$ cat config.mk
export PLATFORM = sky130hd
export DESIGN_NAME = fixpoint_iter_ctrl
export DESIGN_NICKNAME = d
export VERILOG_FILES = /design/src/rtl/fixpoint_iter_ctrl.sv
export SDC_FILE = /design/constraint.sdc
export NUM_CORES = 1
export LEC_CHECK = 0
export ABC_AREA = 0
export CORE_MARGIN = 1.5
export CORE_UTILIZATION = 45
export DETAILED_ROUTE_END_ITERATION = 16
export HOLD_SLACK_MARGIN = 0.08
export PLACE_DENSITY_LB_ADDON = 0.3
export SYNTH_ARGS = -nofsm -noshare
export SYNTH_HDL_FRONTEND = slang
export SYNTH_SLANG_ARGS = --single-unit
$ cat constraint.sdc
create_clock -name clk -period 2.3 [get_ports clk]
set_input_delay 0.345 -clock clk [delete_from_list [all_inputs] [get_ports clk]]
set_output_delay 0.345 -clock clk [all_outputs]
set_load 0.02 [all_outputs]
$ cat src/rtl/fixpoint_iter_ctrl.sv
// Steps a combinational next-state/property evaluator from an initial state to a fixpoint, violation or bound.
// Latency: one evaluation per cycle after accept; result registered on the edge that terminates the job.
// Backpressure: start_ready only in IDLE; the result is held in DONE until res_ready, blocking new jobs.
module fixpoint_iter_ctrl #(
    parameter int STATE_W  = 8,
    parameter int MAX_ITER = 16,
    parameter int ITER_W   = 5
) (
    input  logic               clk,
    input  logic               rst,
    input  logic               start_valid,
    output logic               start_ready,
    input  logic [STATE_W-1:0] init_state,
    input  logic               abort,
    output logic               eval_en,
    output logic [STATE_W-1:0] eval_state,
    input  logic [STATE_W-1:0] eval_next,
    input  logic               eval_prop,
    output logic               res_valid,
    input  logic               res_ready,
    output logic               res_fixpoint,
    output logic               res_violation,
    output logic [ITER_W-1:0]  res_iters,
    output logic [STATE_W-1:0] res_state
);

    typedef enum logic [1:0] {
        IDLE = 2'd0,
        EVAL = 2'd1,
        DONE = 2'd2
    } fsm_t;

    typedef struct packed {
        logic               fixpoint;
        logic               violation;
        logic [ITER_W-1:0]  iters;
        logic [STATE_W-1:0] state;
    } res_t;

    fsm_t               state_q, state_d;
    logic [STATE_W-1:0] cur_q, cur_d;
    logic [ITER_W-1:0]  iter_q, iter_d;
    logic [ITER_W-1:0]  iter_inc;
    logic               last_iter;
    res_t               res_q, res_d;

    assign iter_inc  = iter_q + 1'b1;
    assign last_iter = (iter_inc == ITER_W'(MAX_ITER));

    always_comb begin
        state_d = state_q;
        cur_d   = cur_q;
        iter_d  = iter_q;
        res_d   = res_q;
        case (state_q)
            IDLE: begin
                if (start_valid) begin
                    cur_d   = init_state;
                    iter_d  = '0;
                    state_d = EVAL;
                end
            end
            EVAL: begin
                // Termination checks are ordered: abort, violation, fixpoint, bound.
                if (abort) begin
                    state_d = IDLE;
                end else if (!eval_prop) begin
                    res_d   = '{fixpoint: 1'b0, violation: 1'b1, iters: iter_inc, state: cur_q};
                    state_d = DONE;
                end else if (eval_next == cur_q) begin
                    res_d   = '{fixpoint: 1'b1, violation: 1'b0, iters: iter_inc, state: cur_q};
                    state_d = DONE;
                end else if (last_iter) begin
                    res_d   = '{fixpoint: 1'b0, violation: 1'b0, iters: iter_inc, state: cur_q};
                    state_d = DONE;
                end else begin
                    cur_d  = eval_next;
                    iter_d = iter_inc;
                end
            end
            DONE: begin
                if (res_ready) begin
                    state_d = IDLE;
                end
            end
            default: state_d = IDLE;
        endcase
    end

    always_ff @(posedge clk) begin
        if (rst) begin
            state_q <= IDLE;
            cur_q   <= '0;
            iter_q  <= '0;
            res_q   <= '0;
        end else begin
            state_q <= state_d;
            cur_q   <= cur_d;
            iter_q  <= iter_d;
            res_q   <= res_d;
        end
    end

    assign start_ready   = (state_q == IDLE);
    assign eval_en       = (state_q == EVAL);
    assign res_valid     = (state_q == DONE);
    assign eval_state    = cur_q;
    assign res_fixpoint  = res_q.fixpoint;
    assign res_violation = res_q.violation;
    assign res_iters     = res_q.iters;
    assign res_state     = res_q.state;

endmodule

==> impl_metrics.csv <==
group,metric,value,unit
hold_path,hold_start,"res_state[1]",
finish,nets,242,
place,dp_hpwl,2.756,mm
finish,diodes,0,
clocking,cts_num_sinks,30,
critical_path,slowest_stage,"dfxtp_1",
timing,setup_viol,0,
detailed_routing,via_per_inst,5.304,
critical_path,r2r-start,"iter_q[0]",
global_route,grt_use_met3,0.04978,
yosys,yosysWarningCount,0,
timing,maxSlewHeadroom,0.6768,
clocking,clk_pin_slew,0.09,ns
finish,final_core_util,0.6750,
yosys,ys.flop_type,"dfxtp_1",
floorplanning,num_rows,20,
detailed_routing,totalWireLength,3.681,mm
hold_path,whs_endpoint,"res_state[1]",
critical_path,r2r_setup_slack,0.14,ns
power,total_power,1.115,mW
floorplanning,dieArea,3581,sq um
critical_path,crit_fanout,12,
yosys,syn_area,1454,sq um
critical_path,critPathMaxStageDelay,0.40,ns
power,pwr_density_cell,541.0,nW/um^2
floorplanning,fp.coreArea,3053,sq um
timing,worst_slew_pin_slew,0.4833,ns
clocking,ctsResizeCount,0,
yosys,async_flop_share,0,
timing,rsz0062_at_grt,"no",
floorplanning,pin_count,48,
clocking,clock_path_buffers,2,
place,place_area,2001,sq um
critical_path,path_cells,"ha_1, a21boi_1, a21oi_2, o22ai_2, buf_4, o31ai_4, buf_4, nor2_1, a311oi_1",
critical_path,crit_path_end_kind,"flip-flop",
timing,drv_slew,0,
clocking,post_cts_buffers,0,
run,cap_violations,0,
detailed_routing,vias,1395,
global_route,grt_pass1_vias,1435,
clocking,cts-root-buf,"clkbuf_4",
timing,timing.fmax,462.3,MHz
hold_path,min_path_cells,2,
status,status,"finished clean",
detailed_routing,dr.pass1.iters,4,
yosys,synth_seq_cells,30,
place,port_buffers,47,
hold_path,min_path_type,"reg -> reg",
critical_path,path_class,"reg -> reg",
global_route,track_usage,0.2318,
global_route,grt_pass1_wl,6.182,mm
finish,drive_above_1_share,0.1187,
critical_path,crit_arrival,2.39,ns
critical_path,cp_common_cell,"buf_4",
clocking,worst_skew_pair.late_latency,0.32,ns
yosys,synth-seq-area-share,0.4131,
critical_path,startpoint,"iter_q[0]",
detailed_routing,detail_route.wl_per_cell,14.00,um
detailed_routing,dr.first_iter.drc_count,42,
critical_path,worstReg2RegEnd,"eval_state[0]",
detailed_routing,ant_nets,0,
detailed_routing,drc,0,
global_route,grt_util_met2,0.3898,
power,leakage,0.8138,nW
timing,timing.final.hold_violations,0,
global_route,antenna_found_initial,0,
clocking,htreeDepth,2,
yosys,synth-edff-count,0,
yosys,yosysUniqueCellTypes,38,
critical_path,cp-start-kind,"flip-flop",
place,gp_congestion,0.8326,
floorplanning,fp.dieH,59.84,um
power,vdd_ir_drop_max,332.0,uV
yosys,syn-instance-count,162,
floorplanning,die_x,59.84,um
critical_path,cp.required,2.53,ns
finish,area_growth,41.74,%
global_route,grt_overflow,0,
yosys,syn-num-nets,186,
finish,finalInstanceArea,2061,sq um
critical_path,critical_path_buf_inv_count,2,
clocking,cts_tree,"done",
timing,tns,0,ns
global_route,grt_max_degree,19,
critical_path,path_depth,9,
timing,finalCritPeriodShare,0.9406,
critical_path,reg2reg_depth,9,
global_route,top_usage_layer,"met2",
floorplanning,start_util,0.4762,
yosys,syn_area_per_cell,8.975,sq um
global_route,met1_usage,0.2743,
timing,clock_skew,0.004673,ns
critical_path,critPathTopFamily,"compound AO/OA/AOI/OAI gates",
clocking,cts_buffers,5,
timing,period_needed,2.163,ns
clocking,hold_buffers,0,
## synthesized netlist by cell type, types with 2 or more instances
master,number,share of area
nand2_1,22,0.057
clkbuf_1,3,0.0077
dfxtp_1,30,0.41
nand4_1,2,0.0086
nand3_1,3,0.010
buf_4,2,0.010
xnor2_1,9,0.054
a311oi_1,9,0.054
nand2b_1,4,0.017
xor2_1,2,0.012
mux2i_1,10,0.069
nor2b_1,2,0.0086
a21oi_1,2,0.0069
buf_6,2,0.015
nand3b_1,2,0.010
inv_1,2,0.0052
o21ai_0,2,0.0069
ha_1,2,0.017
a21oi_2,2,0.012
nor2_1,28,0.072
o21ai_2,2,0.012
a32oi_1,3,0.018
a31oi_1,2,0.0086
## report_power, final
| group | switching [mW] | internal [mW] |
|---|---|---|
| combinational | 0.113 | 0.119 |
| sequential | 0.0218 | 0.540 |
| clock | 0.173 | 0.148 |
## cell families (layout without fill, tap and decap cells)
family / Yosys count / in the layout / share of synthesized area
and+or+nand+nor: 69 / 69 / 0.2160
xor gates and xnor gates: 11 / 11 / 0.06627
buffers and inverters: 10 / 67 / 0.04216
AOI/OAI and AO/OA: 29 / 29 / 0.1687
muxes: 11 / 11 / 0.07659
adders and majority gates: 2 / 2 / 0.01721
DFF: 30 / 30 / 0.4131
## cells in the final DEF, fill, tap and decap left out, types with 2 or more instances in the layout
cell type | Yosys | layout
dfxtp_1 | 30 | 30
nand4_1 | 2 | 2
a311oi_1 | 9 | 9
nor2b_1 | 2 | 2
xnor2_1 | 9 | 9
clkbuf_4 | 0 | 5
nand2_1 | 22 | 22
xor2_1 | 2 | 2
nand3_1 | 3 | 3
inv_1 | 2 | 2
nand3b_1 | 2 | 2
ha_1 | 2 | 2
buf_4 | 2 | 10
nor2_1 | 28 | 28
o21ai_2 | 2 | 2
a21oi_1 | 2 | 2
o21ai_0 | 2 | 2
a32oi_1 | 3 | 3
a31oi_1 | 2 | 2
nand2b_1 | 4 | 4
mux2i_1 | 10 | 10
clkdlybuf4s50_1 | 0 | 47
a21oi_2 | 2 | 2
## worst register-to-register path: stages, from the launching register on
cell and delay [ns]:
dfxtp_1 0.40, ha_1 0.30, a21boi_1 0.16, a21oi_2 0.16, o22ai_2 0.10, buf_4 0.18
o31ai_4 0.25, buf_4 0.21, nor2_1 0.05, a311oi_1 0.25
## area by class of cell
| cell class | count | area [sq um] |
|---|---|---|
| fillers | 270 | 992.2 |
| multi-input cells | 122 | 792.0 |
| flip-flops and latches | 30 | 600.6 |
| repair buffers | 57 | 545.5 |
| clock buffers | 7 | 55.05 |
| well taps | 44 | 55.05 |
| inverters | 2 | 7.507 |
| clock inverters | 1 | 5.005 |
## per-layer routing
layer	share of wire	vias up
li1	-	683
met5	0	-
met2	0.50	43
met4	0.019	0
met3	0.046	7
met1	0.44	662
## sequential cells by signal, indices dropped and copies added (netlist names)
signal         cells
res_state          8
res_fixpoint       1
res_iters          5
state_q            2
eval_state         8
res_violation      1
iter_q             5
## per-stage QoR
stage | instances | hold slack, ns | worst slack (ns)
after global placement | 255 | 0.4755 | 0.1795
after global routing | 263 | 0.5307 | 0.005101
after floorplan | 162 | 0.4976 | 0.4198
final | 263 | 0.5027 | 0.1367
after CTS | 263 | 0.5081 | 0.1052
after detailed placement | 255 | 0.4883 | 0.09599
## worst max path at each step
stage,endpoint,slack (ns)
after floorplan,res_iters[1],0.42
after global placement,iter_q[2],0.18
after detailed placement,eval_state[0],0.1
after CTS,eval_state[0],0.11
after global routing,res_state[2],0.005
final,eval_state[0],0.14
Note: power is estimated with default switching activity, not from simulation.
